--- config.mk ---
export PLATFORM = sky130hd
export DESIGN_NAME = uart_tx_arbiter_flat
export DESIGN_NICKNAME = d
export VERILOG_FILES = /design/src/rtl/uart_tx_arbiter_if.sv /design/src/rtl/uart_tx_arbiter.sv /design/src/flat_wrapper.sv
export SDC_FILE = /design/constraint.sdc
export NUM_CORES = 1
export LEC_CHECK = 0
export BUFFER_PORTS_ARGS = -buffer_cell sky130_fd_sc_hd__buf_2
export CORE_MARGIN = 3
export CORE_UTILIZATION = 52
export DETAILED_ROUTE_END_ITERATION = 8
export GPL_ROUTABILITY_DRIVEN = 0
export GPL_TIMING_DRIVEN = 1
export PLACE_DENSITY = 0.9
export SLEW_MARGIN = 40
export SYNTH_ARGS = -nofsm -noshare
export SYNTH_HDL_FRONTEND = slang
export SYNTH_SLANG_ARGS = --single-unit
--- constraint.sdc ---
create_clock -name clk -period 2.5 [get_ports clk]
set_input_delay 0.125 -clock clk [delete_from_list [all_inputs] [get_ports clk]]
set_output_delay 0.125 -clock clk [all_outputs]
set_load 0.02 [all_outputs]
--- src/rtl/uart_tx_arbiter_if.sv ---
`default_nettype none
// ============================================================================
// Module   : uart_tx_arbiter_if
// Brief    : Requester-side bus of the UART transmit arbiter.
// Revision : 1.0
// ============================================================================
interface uart_tx_arbiter_if #(
  parameter int NUM_REQ     = 4,
  parameter int PACKET_SIZE = 16
);
  logic [NUM_REQ-1:0]             req;
  logic [NUM_REQ*PACKET_SIZE-1:0] req_data;
  logic [NUM_REQ-1:0]             ack;
  logic [PACKET_SIZE-1:0]         tx_data;
  logic                           tx_send;
  logic                           busy;
  logic [$clog2(NUM_REQ)-1:0]     grant_id;

  modport master (
    output req, req_data,
    input  ack, tx_data, tx_send, busy, grant_id
  );

  modport slave (
    input  req, req_data,
    output ack, tx_data, tx_send, busy, grant_id
  );
endinterface
`default_nettype wire

--- src/rtl/uart_tx_arbiter.sv ---
`default_nettype none
// ============================================================================
// Module   : uart_tx_arbiter
// Brief    : Shares one UART transmitter among NUM_REQ requesters and times
//            each frame locally. Define UART_ARB_FIXED_PRIO_EN for fixed
//            priority (lowest index wins) instead of round-robin.
// Revision : 1.0
// ============================================================================
module uart_tx_arbiter #(
  parameter int NUM_REQ     = 4,
  parameter int PACKET_SIZE = 16,
  parameter int CYCLE_DIV   = 100,
  parameter int PROP_DELAY  = 2,
  parameter int GAP_BITS    = 2
) (
  input  logic             clk,
  input  logic             rst_n,
  uart_tx_arbiter_if.slave bus
);

  localparam int FRAME_CYCLES = (PACKET_SIZE + PROP_DELAY + GAP_BITS) * CYCLE_DIV;
  localparam int CNT_W        = $clog2(FRAME_CYCLES + 1);
  localparam int ID_W         = $clog2(NUM_REQ);

  typedef enum logic [2:0] {
    S_IDLE = 3'd0,
    S_LOAD = 3'd1,
    S_SEND = 3'd2,
    S_WAIT = 3'd3,
    S_ACK  = 3'd4
  } state_t;

  state_t                 r_state;
  state_t                 w_stateNext;
  logic [CNT_W-1:0]       r_cnt;
  logic [ID_W-1:0]        r_winner;
  logic [ID_W-1:0]        r_grantId;
  logic [PACKET_SIZE-1:0] r_txData;
  logic                   r_txSend;
  logic                   r_busy;
  logic [NUM_REQ-1:0]     r_ack;
  logic                   w_found;
  logic [ID_W-1:0]        w_winner;
  logic [ID_W-1:0]        w_idx;
`ifndef UART_ARB_FIXED_PRIO_EN
  logic [ID_W-1:0]        r_rrPtr;
`endif

  // Scan starts at the priority pointer; first asserted request wins.
  always_comb begin
    w_found  = 1'b0;
    w_winner = '0;
    w_idx    = '0;
    for (int i = 0; i < NUM_REQ; i++) begin
`ifdef UART_ARB_FIXED_PRIO_EN
      w_idx = ID_W'(i);
`else
      w_idx = ID_W'((int'(r_rrPtr) + i) % NUM_REQ);
`endif
      if (!w_found && bus.req[w_idx]) begin
        w_found  = 1'b1;
        w_winner = w_idx;
      end
    end
  end

  always_ff @(posedge clk or negedge rst_n) begin
    if (!rst_n) begin
      r_state <= S_IDLE;
    end else begin
      r_state <= w_stateNext;
    end
  end

  // r_cnt counts from SEND entry, so the frame length is independent of the SEND/WAIT split.
  always_comb begin
    w_stateNext = r_state;
    case (r_state)
      S_IDLE:  if (w_found) w_stateNext = S_LOAD;
      S_LOAD:  w_stateNext = S_SEND;
      S_SEND:  if (r_cnt == CNT_W'(CYCLE_DIV - 1)) w_stateNext = S_WAIT;
      S_WAIT:  if (r_cnt == CNT_W'(FRAME_CYCLES - 1)) w_stateNext = S_ACK;
      S_ACK:   w_stateNext = S_IDLE;
      default: w_stateNext = S_IDLE;
    endcase
  end

  // Outputs are registered from the current state, so each lags its state by one cycle.
  always_ff @(posedge clk or negedge rst_n) begin
    if (!rst_n) begin
      r_cnt     <= '0;
      r_winner  <= '0;
      r_grantId <= '0;
      r_txData  <= '0;
      r_txSend  <= 1'b0;
      r_busy    <= 1'b0;
      r_ack     <= '0;
`ifndef UART_ARB_FIXED_PRIO_EN
      r_rrPtr   <= '0;
`endif
    end else begin
      r_txSend <= (r_state == S_SEND);
      r_busy   <= (r_state != S_IDLE);
      r_ack    <= '0;
      case (r_state)
        S_IDLE: begin
          r_cnt <= '0;
          if (w_found) r_winner <= w_winner;
        end
        S_LOAD: begin
          r_txData  <= bus.req_data[int'(r_winner)*PACKET_SIZE +: PACKET_SIZE];
          r_grantId <= r_winner;
        end
        S_SEND, S_WAIT: begin
          r_cnt <= r_cnt + CNT_W'(1);
        end
        S_ACK: begin
          r_cnt            <= '0;
          r_ack[r_grantId] <= 1'b1;
`ifndef UART_ARB_FIXED_PRIO_EN
          r_rrPtr <= (r_grantId == ID_W'(NUM_REQ - 1)) ? '0 : r_grantId + ID_W'(1);
`endif
        end
        default: r_cnt <= '0;
      endcase
    end
  end

  assign bus.ack      = r_ack;
  assign bus.tx_data  = r_txData;
  assign bus.tx_send  = r_txSend;
  assign bus.busy     = r_busy;
  assign bus.grant_id = r_grantId;

endmodule
`default_nettype wire

--- src/flat_wrapper.sv ---
// flat-port wrapper written by rule: the top's interface ports become plain ports
module uart_tx_arbiter_flat 
#(
  parameter int NUM_REQ     = 4,
  parameter int PACKET_SIZE = 16,
  parameter int CYCLE_DIV   = 100,
  parameter int PROP_DELAY  = 2,
  parameter int GAP_BITS    = 2
)
  (clk, rst_n, bus_req, bus_req_data, bus_ack, bus_tx_data, bus_tx_send, bus_busy, bus_grant_id);
  uart_tx_arbiter_if #(.NUM_REQ(NUM_REQ), .PACKET_SIZE(PACKET_SIZE)) bus_i ();
  input  logic clk;
  input  logic rst_n;
  input wire logic [$bits(bus_i.req)-1:0] bus_req;
  input wire logic [$bits(bus_i.req_data)-1:0] bus_req_data;
  output wire logic [$bits(bus_i.ack)-1:0] bus_ack;
  output wire logic [$bits(bus_i.tx_data)-1:0] bus_tx_data;
  output wire logic [$bits(bus_i.tx_send)-1:0] bus_tx_send;
  output wire logic [$bits(bus_i.busy)-1:0] bus_busy;
  output wire logic [$bits(bus_i.grant_id)-1:0] bus_grant_id;
  assign bus_i.req = bus_req;
  assign bus_i.req_data = bus_req_data;
  assign bus_ack = bus_i.ack;
  assign bus_tx_data = bus_i.tx_data;
  assign bus_tx_send = bus_i.tx_send;
  assign bus_busy = bus_i.busy;
  assign bus_grant_id = bus_i.grant_id;
  uart_tx_arbiter #(.NUM_REQ(NUM_REQ), .PACKET_SIZE(PACKET_SIZE), .CYCLE_DIV(CYCLE_DIV), .PROP_DELAY(PROP_DELAY), .GAP_BITS(GAP_BITS)) u_core (.clk(clk), .rst_n(rst_n), .bus(bus_i));
endmodule
==> metrics list, run 1 <==
* Run status: finished, final reports clean
- The library cell used most frequently in the layout, excluding fill and tap cells, is sky130_fd_sc_hd__buf_2.
- Number of buffers inserted during clock tree synthesis: 5
- Entering global routing, the biggest net connects 43 pins.
* Die Height: 72.6 um
* Hold path endpoint: u_core.r_winner[0]
- Leading register cell type out of synthesis: sky130_fd_sc_hd__dfrtp_1
- Avg Synthesized Cell Area: roughly 13 um2
* Die boundary width: 72.6 um
- Clock transition at path regs: 0.07 ns
- In this run, the number of DRC markers left after iteration 0 of detailed routing was 94.
* Grt ovf: 0
- For this design, the slowest cell found on the critical path is sky130_fd_sc_hd__nor3b_4.
* Unrepaired setup endpoints after global routing: no
* Wire length of the first global-routing pass: 8550 um
- Total power after layout: 1.39 mW
* Number of global-route vias before repair: 1861
- In the finished design, the share of the clock period the worst path needs comes to 0.790.
- Number of clock sinks: 42
- Postcts setup bufs: 0
* Highest Clock Rate: 506 MHz
- The number of different library cells used by synthesis comes to 40.
* Buffers & Inverters on Critical Path: 1
* Overall fraction of global-route tracks in use: 0.212
- The initial antenna violation count is 0.
* Leading cell types in the layout, fill and taps excluded: 92 x sky130_fd_sc_hd__buf_2, 42 x sky130_fd_sc_hd__dfrtp_1, 17 x sky130_fd_sc_hd__mux2_2
- Antenna Diode Count: 0
- On the worst path, the slowest cell contributes a delay of 0.65 ns.
- The max-slew violation count is 0.
- Data on the critical path arrives at its endpoint at about 2.2 ns.
* Instance count along the most critical hold path: 3
* Maximum fanout along the worst path: 15
- At the later pin of the worst-skew pair, clock insertion delay measures 0.29 ns.
- After detailed routing, the average wire length per cell comes to 17.2 um.
- For this run, the number of Yosys warnings is 0.
- TritonCTS clock tree: done
- Initial cell density of the core: 0.556
- In this run, synthesis inferred 0 flip-flops with an integrated enable.
- Leakage power: 1.35 nW
- The routed design has 5600 um of wire.
* Post-synthesis sequential area ratio: 0.456
- First-pass DRT Iterations: 5
* Number of nets still failing antenna checks after routing: 0
- Area of the mapped netlist: between 0.002 and 0.0025 mm2
- Resized cells post-CTS: 0
* Time the worst path needs with I/O delays and setup: 1.98 ns
- Synthesis inferred 42 register bits.
- Setup TNS Final: 0 ns
- The setup check on the worst reg-to-reg path leaves a slack of 0.52 ns.
* Post-CTS Hold Fix Bufs: 1
- Boundary pin count: 94
* Layout Skew: between 0.004 and 0.005 ns
- The final number of hold-violating endpoints is 0.
- Reported max-cap violation count: 0
- Post-Syn Instances: 183
* Via Count: 1893
* Longest Clk Path Bufs: 2
- In this run the most critical hold path is launched from bus_req[3].
- Placed wire-length estimate: 4300 um
- CTS Root Buffer Type: sky130_fd_sc_hd__clkbuf_8
* Data required time of the worst path: 2.67 ns
- Counting cells, the worst reg-to-reg path comes to 3.
* Worst Tran Pin Value: a little under 0.8 ns
* Maximum vdd drop: 353 uV
* Rows: 23
- Worst setup timing slack at the placement stage: about 0.58 ns
- Number of setup violations in the final report: 0
- End of the worst register-to-register path: u_core.bus.tx_data[12]
- The worst path meets setup with approximately 0.52 ns of slack.
- H-tree levels: 2
* Total of buffers placed on input and output ports: 93
* Slew Limit Headroom: 0.483
- Power density relative to cell area: 482 mW/mm2
- Cells traversed along the worst timing path: nor3b_4, buf_4, mux2_2
* Synthesis-to-layout area growth: 25.3%
- Dividing the detail-routed via count by the number of cells gives between 5 and 6.
* Detailed-route DRC error count: 0
- Beginning of the worst register-to-register path: u_core.r_state[2]
- NumNets Final: 351
- In the final layout, the share of cells above drive strength 1 is 0.504.
- On the critical path the largest part of the delay comes from simple AND/OR/NAND/NOR gates.
- Startpoint type of the worst setup path: flip-flop
- The min-delay analysis places its worst path in the category in2reg.
- Net Count, Synth: 258
- Startpoint-to-endpoint class of the critical path: reg2reg
- The core region is a little over 0.004 mm2.
- Share of synthesized registers carrying an async set or reset: 1.00
- Worst Setup End Kind: flip-flop
* Total Die Area: 0.00526 mm2
## worst max path at each step
stage	start	end	slack [ns]	cells after the start
finish	u_core.r_state[2]	u_core.bus.tx_data[12]	0.52	3
global route	u_core.r_state[2]	u_core.bus.tx_data[12]	0.47	3
CTS	u_core.r_state[2]	u_core.bus.tx_data[12]	0.56	3
detailed placement	u_core.r_state[2]	u_core.bus.tx_data[12]	0.58	3
global placement	u_core.r_state[2]	u_core.bus.tx_data[15]	0.66	3
floorplan	u_core.r_winner[0]	u_core.bus.tx_data[10]	0.88	4
## per-layer routing
metal	share of wire	GRT usage
met5	0	0
met4	0.015	0.0820
met2	0.56	0.368
met1	0.36	0.256
met3	0.061	0.0471
## stage by stage
| step | cell area [um2] | util | cells | hold slack [ns] |
|---|---|---|---|---|
| 4_1_cts | 2890 | 0.696 | 326 | 0.206 |
| 3_5_place_dp | 2800 | 0.675 | 318 | 0.139 |
| 6_report | 2890 | 0.696 | 326 | 0.216 |
| 2_1_floorplan | 2300 | - | 183 | -0.171 |
| 5_1_grt | 2890 | 0.696 | 326 | 0.241 |
| 3_3_place_gp | 2800 | 0.675 | 318 | 0.302 |
## cell families (layout without fill, tap and decap cells)
logic type / after synthesis / after routing / synth area share
AO/OA/AOI/OAI: 25 / 25 / 0.0701
flip-flops: 42 / 42 / 0.456
multiplexers: 38 / 38 / 0.261
buffers and inverters: 16 / 109 / 0.0359
AND/OR/NAND/NOR: 55 / 55 / 0.142
XOR/XNOR: 2 / 2 / 0.00761
adder cells (fa/ha/maj): 5 / 5 / 0.0272
## registers in the layout, summed over array words and instances (netlist names)
name                 cells
u_core.bus.ack           4
u_core.bus.busy          1
u_core.bus.grant_id      2
u_core.bus.tx_data      16
u_core.bus.tx_send       1
u_core.r_cnt            11
u_core.r_rrPtr           2
u_core.r_state           3
u_core.r_winner          2
## where the power goes
part | switching, mW | internal (mW) | leakage (nW) | total [mW]
logic | 0.118 | 0.132 | 0.787 | 0.250
registers | 0.0236 | 0.712 | 0.520 | 0.735
clock network | 0.214 | 0.192 | 0.0383 | 0.406
total | 0.355 | 1.04 | 1.35 | 1.39
## tightest hold or removal path, cell delays in order
cell and delay (ns):
sky130_fd_sc_hd__buf_2 0.12, sky130_fd_sc_hd__nor2_1 0.12, sky130_fd_sc_hd__o41ai_1 0.09
## synth_stat cells (all sizes together), types with 2 or more instances
cell type / instances / share of area
a22oi: 2 / 0.0065
mux2i: 5 / 0.022
o31ai: 5 / 0.016
ha: 5 / 0.027
nor4: 5 / 0.014
dfrtp: 42 / 0.46
clkbuf: 2 / 0.0033
nor4b: 2 / 0.0076
buf: 9 / 0.024
a21oi: 7 / 0.015
nor2b: 3 / 0.0081
o21ai: 5 / 0.011
nand4: 4 / 0.011
or4: 3 / 0.0098
nor2: 6 / 0.0098
nand2: 10 / 0.016
nand2b: 5 / 0.014
and3: 5 / 0.014
nor3b: 2 / 0.0087
or2: 2 / 0.0054
or3: 2 / 0.0076
mux4: 16 / 0.16
xor2: 2 / 0.0076
inv: 5 / 0.0081
nand3: 3 / 0.0065
mux2: 17 / 0.083
## cell type report
type,instances,area (um2)
Fill cell,309,1260
Multi-Input combinational cell,125,1180
Sequential cell,42,1050
Timing Repair Buffer,97,500
Clock buffer,7,76.3
Tap cell,50,62.6
Inverter,5,18.8
Power figures use the tool's default switching activity.
==> run 2, diff against run 1 <==
--- a/config.mk
+++ b/config.mk
@@ -7,11 +7,11 @@
 export LEC_CHECK = 0
 export BUFFER_PORTS_ARGS = -buffer_cell sky130_fd_sc_hd__buf_2
 export CORE_MARGIN = 3
-export CORE_UTILIZATION = 52
+export CORE_UTILIZATION = 44
 export DETAILED_ROUTE_END_ITERATION = 8
 export GPL_ROUTABILITY_DRIVEN = 0
 export GPL_TIMING_DRIVEN = 1
-export PLACE_DENSITY = 0.9
+export PLACE_DENSITY = 0.82
 export SLEW_MARGIN = 40
 export SYNTH_ARGS = -nofsm -noshare
 export SYNTH_HDL_FRONTEND = slang
==> constraint.sdc (replaced) <==
create_clock -name clk -period 1.74 [get_ports clk]
set_input_delay 0.087 -clock clk [delete_from_list [all_inputs] [get_ports clk]]
set_output_delay 0.087 -clock clk [all_outputs]
set_load 0.02 [all_outputs]
==> metrics list, run 2 (synthesis results as in run 1) <==
* Run status: finished, final reports clean
* Antenna Diode Count: 0
- The final number of hold-violating endpoints is 0.
- Excluding fillers, the count of instances in the completed layout stands at 350.
* Highest Clock Rate: 614 MHz
- Slew Limit Headroom: 0.723
- Data arrival, critical path: 1.81 ns
* Clock transition at path regs: 0.08 ns
- CTS built an H-tree with a depth of 2.
- Across every metal layer, demand over resource in global routing totals 0.190.
* Startpoint type of the worst setup path: flip-flop
- Die boundary width: 78.4 um
- Die Height: 78.4 um
* Clock latency reported for the late side of the worst-skew pair: 0.30 ns
- TritonCTS clock tree: done
* CTS Root Buffer Type: sky130_fd_sc_hd__clkbuf_8
* Time the worst path needs with I/O delays and setup: between 1.5 and 2 ns
* Layout Skew: 0.00488 ns
* Post-CTS Hold Fix Bufs: 1
- Boundary pin count: 94
* Most frequent standard cell in the layout excluding fill and tap cells: sky130_fd_sc_hd__buf_2
- The tool flagged a number of max-cap violations equal to 0.
- First-pass DRT Iterations: 4
- Number of setup violations in the final report: 0
* Antenna violations before repair: 0
* Number of nets still failing antenna checks after routing: 0
- The worst setup path is of the reg2reg kind.
- Entering global routing, the biggest net connects 43 pins.
- Fraction of final layout cells with drive strength greater than 1: 0.519
* Overall routed net length: around 5600 um
- Total Die Area: 0.00614 mm2
- The initial utilization of the core area, before any placement, comes to 0.472.
* Grt ovf: 0
- The number of placed instances, taps included, is 341.
- Once the clock tree was built, the resizer swapped 0 gates to a different size.
* Worst Tran Pin Value: 0.414 ns
- Core Footprint: roughly 0.0049 mm2
- Detailed-route DRC error count: 0
- Unrepaired setup endpoints after global routing: no
- Share of the clock period used by the worst path after layout: 0.936
* Worst Setup End Kind: flip-flop
- Power density relative to cell area: 685 mW/mm2
- Pins Over Slew Limit: 0
* Data required time of the worst path: roughly 1.9 ns
- Maximum vdd drop: between 400 and 500 uV
* Number of global-route vias before repair: 1928
- Detailed placement ended at an HPWL of 4290 um.
- Fill cell instance count of the final layout: 407
- Clock tree synthesis inserted a total of 5 buffers.
* Rows: 25
* Flip-flop count of the largest register, all copies and words added: 16
- The count of buffers added on input and output ports is 93.
- WL per Instance: 16.0 um
- Number of DRC markers after the initial detailed-route iteration: between 70 and 80
- DP Area: 0.00290 mm2
* Vias per inst: about 5.5
- The area growth from synthesis to layout is 30.1%.
- Total power after layout: 2.05 mW
* Number of clock sinks: 42
* Post-route standard cell area excluding fillers: 0.00300 mm2
* Leading cell types in the layout, fill and taps excluded: 93 x sky130_fd_sc_hd__buf_2, 42 x sky130_fd_sc_hd__dfrtp_1, 17 x sky130_fd_sc_hd__mux2_2
- Registers take 0.00105 mm2.
- In the final timing run, aggregate negative setup slack is 0 ns.
- In this run the post-CTS setup repair buffer count came out at 0.
- Longest Clk Path Bufs: 2
- The first global-routing pass estimated 9090 um of wire.
* Leakage power: 1.39 nW
- In this run the worst path has a maximum fanout of 11.
- The net count of the finished layout is 357.
- The multi-input combinational cells in the finished layout cover a total of 0.00118 mm2.
- For this run, the share of the core covered by cells in the final layout is 0.614.
* Via Count: 1930
- Type of the most critical hold path: in2reg
==> run 2: cell count changes in the layout (fill, tap and decap cells not counted) <==
cell,delta
sky130_fd_sc_hd__buf_2,+1
sky130_fd_sc_hd__clkinv_4,+1
sky130_fd_sc_hd__buf_12,+3
sky130_fd_sc_hd__buf_4,+2
sky130_fd_sc_hd__clkinv_2,+1
sky130_fd_sc_hd__clkbuf_1,-1
==> run 2: worst paths after layout <==
path,startpoint,end,slack [ns],depth (start not counted)
max in group asynchronous,rst_n,u_core.bus.tx_data[12],1.27,3
worst min register to register,u_core.bus.tx_data[9],u_core.bus.tx_data[9],0.51,1
min in group asynchronous,rst_n,u_core.bus.tx_data[2],0.28,3
worst max-delay path,u_core.r_state[0],u_core.r_winner[0],0.11,3
worst max register to register,u_core.r_state[0],u_core.r_winner[0],0.11,3
worst min-delay path,bus_req[3],u_core.r_winner[0],0.15,3
==> run 2: per-layer routing <==
metal,up-vias,routed length (um),share of wire,global-route usage
met5,-,0,0,0
met4,0,162,0.029,0.0857
met3,15,260,0.046,0.0321
met2,68,2880,0.51,0.310
met1,958,2310,0.41,0.248
li1,889,-,-,-
==> run 2: metrics by stage <==
step	setup slack, ns	hold slack, ns
after floorplan	0.123	-0.209
after global placement	0.203	0.0699
after detailed placement	0.138	0.0739
after CTS	0.124	0.136
after global routing	0.0217	0.138
final	0.111	0.150
==> run 2: worst max-delay path: stages, from the launching register on <==
cell and delay [ns]:
sky130_fd_sc_hd__dfrtp_1 0.50, sky130_fd_sc_hd__or3_4 0.39, sky130_fd_sc_hd__or2_1 0.25, sky130_fd_sc_hd__o41ai_1 0.37
==> run 2: final cells by class <==
class	count	area share
clock buffers	6	0.0242
flip-flops and latches	42	0.351
inverters	5	0.00626
clock inverters	2	0.00459
repair buffers	103	0.194
multi-input cells	125	0.392
well taps	67	0.0280
==> run 2: report_power, final <==
group	total (mW)	leakage (nW)	switching, mW	internal (mW)
registers	1.05	0.520	0.0278	1.02
logic	0.381	0.827	0.178	0.202
clock network	0.621	0.0452	0.338	0.283
==> run 3, diff against run 2 <==
--- a/config.mk
+++ b/config.mk
@@ -11,7 +11,7 @@
 export DETAILED_ROUTE_END_ITERATION = 8
 export GPL_ROUTABILITY_DRIVEN = 0
 export GPL_TIMING_DRIVEN = 1
-export PLACE_DENSITY = 0.82
+export PLACE_DENSITY = 0.77
 export SLEW_MARGIN = 40
 export SYNTH_ARGS = -nofsm -noshare
 export SYNTH_HDL_FRONTEND = slang
==> metrics list, run 3 (synthesis results as in run 1) <==
- The number of global-route vias before repair was 1955.
* Flip-flop count of the largest register, all copies and words added: 16
* Die boundary width: 78.4 um
* Placed wire-length estimate: 4270 um
* Reported max-cap violation count: 0
- Antenna Diode Count: 0
- The detailed router finished its first iteration with 136 violations.
- Startpoint-to-endpoint class of the critical path: reg2reg
* Worst Tran Pin Value: 0.403 ns
* Initial cell density of the core: 0.472
- Measured in cells, the most critical reg-to-reg path has a length of 4.
* Total Die Area: 0.00614 mm2
- Startpoint type of the worst setup path: flip-flop
- The initial antenna violation count was 0.
- Pins Over Slew Limit: 0
- In this run the count of I/O pins placed on the die edge is 94.
- Summing all multi-input logic gate instances after layout gives 0.00118 mm2.
* Power density relative to cell area: between 600 and 700 mW/mm2
- Overall routed net length: 5550 um
- Fraction of final layout cells with drive strength greater than 1: 0.521
* Postcts setup bufs: 0
- Across every metal layer, demand over resource in global routing totals 0.190.
- The sequential cells in the finished layout cover a total of 0.00105 mm2.
- After detailed routing, the average wire length per cell comes to 15.8 um.
- Highest Clock Rate: between 600 and 700 MHz
- Clock tree synthesis inserted a total of 5 buffers.
- In the layout the commonest cells are 93 x sky130_fd_sc_hd__buf_2, 42 x sky130_fd_sc_hd__dfrtp_1, 17 x sky130_fd_sc_hd__mux2_2.
* Vias per inst: between 5 and 6
- The clock passes through at most 2 buffers.
* Post-route standard cell area excluding fillers: 0.00300 mm2
- Number of nets still failing antenna checks after routing: 0
- Detailed-route DRC error count: 0
- Once placement finished, the instance area stood at 0.00290 mm2.
* Synthesis-to-layout area growth: 30.0%
* Data required time of the worst path: ~2.0 ns
* Time the worst path needs with I/O delays and setup: ~1.6 ns
- The first global-routing pass estimated 9080 um of wire.
- Maximum number of pins on one net before global-route repair: 32
- NumNets Final: 359
- Worst Setup End Kind: flip-flop
- Clock-pin slew was measured on the worst setup and hold paths at 0.08 ns.
* Total of buffers placed on input and output ports: 93
- CTS Root Buffer Type: sky130_fd_sc_hd__clkbuf_8
* Fill cell instance count of the final layout: 419
- The final number of hold-violating endpoints was 0.
* Run status: finished, final reports clean
- Final core area utilization: 0.614
- For this run, the detailed router's first-pass iteration total came to 4.
- Clock latency reported for the late side of the worst-skew pair: 0.29 ns
* Die Height: 78.4 um
- In this run the worst path has a maximum fanout of 5.
* Via Count: approximately 1900
* Most frequent standard cell in the layout excluding fill and tap cells: sky130_fd_sc_hd__buf_2
* Maximum vdd drop: ~550 uV
- For flop-to-flop paths, the worst setup slack is 0.11 ns.
- Share of the clock period used by the worst path after layout: 0.936
- Summed over all cells, the static leakage comes to 1.39 nW.
* Slew Limit Headroom: 0.729
- Rows: 25
- The total overflow left after global routing is 0.
- Counting instances, the worst hold path has a depth of 3.
- The total area inside the core boundary comes to 0.00488 mm2.
- Clock skew on the completed layout was measured at 0.00497 ns.
- TritonCTS clock tree: done
* Type of the most critical hold path: in2reg
* Number of setup violations in the final report: 0
- Counting every sink on the clock net gives 42.
* Data arrival, critical path: 1.85 ns
* H-tree levels: 2
run 3: through the flow:
step           total power, mW  hold slack [ns]  setup TNS [ns]  instances  worst slack (ns)
2_1_floorplan             1.26           -0.209               0        183             0.123
3_5_place_dp              1.45          -0.0166               0        343             0.170
5_1_grt                   2.12            0.172        -0.00539        351          -0.00539
6_report                  2.02            0.150               0        351             0.111
3_3_place_gp              1.43          -0.0190               0        343             0.212
4_1_cts                   2.04            0.134               0        351             0.128
run 3: routing by layer:
metal / global-route usage / vias up / share of wire
met1: 0.245 / 951 / 0.40
met2: 0.318 / 54 / 0.54
li1: - / 900 / -
met5: 0 / - / 0
met3: 0.0413 / 7 / 0.046
met4: 0.0629 / 0 / 0.013
run 3: final timing paths:
kind	start	endpoint
max in group asynchronous	rst_n	u_core.r_rrPtr[0]
min in group asynchronous	rst_n	u_core.bus.tx_data[2]
min reg2reg	u_core.bus.tx_data[3]	u_core.bus.tx_data[3]
min	bus_req[1]	u_core.r_winner[0]
max reg2reg	u_core.r_cnt[0]	u_core.r_cnt[8]
max	u_core.r_cnt[0]	u_core.r_cnt[8]
run 3: power by group:
part,internal (mW),total (mW),switching [mW],leakage (nW)
Combinational,0.201,0.376,0.175,0.833
Clock,0.276,0.589,0.313,0.0383
Sequential,1.02,1.05,0.0273,0.520
Total,1.50,2.02,0.516,1.39
run 3: area by class of cell:
class | instances | area share
Tap cell | 67 | 0.0280
Clock buffer | 7 | 0.0255
Multi-Input combinational cell | 125 | 0.395
Inverter | 5 | 0.00627
Sequential cell | 42 | 0.351
Timing Repair Buffer | 105 | 0.195
run 3: repair_timing:
action | CTS | global route
endpoints found under the hold margin | 10 | 0
resized for setup | 0 | 1
setup endpoints to repair | 0 | 1
hold buffers | 1 | 0
run 3: worst max-delay path: stages, from the launching register on:
cell                      delay, ns
sky130_fd_sc_hd__dfrtp_1       0.41
sky130_fd_sc_hd__ha_1          0.24
sky130_fd_sc_hd__nand4_1       0.24
sky130_fd_sc_hd__or4_1         0.52
sky130_fd_sc_hd__a21oi_1       0.15
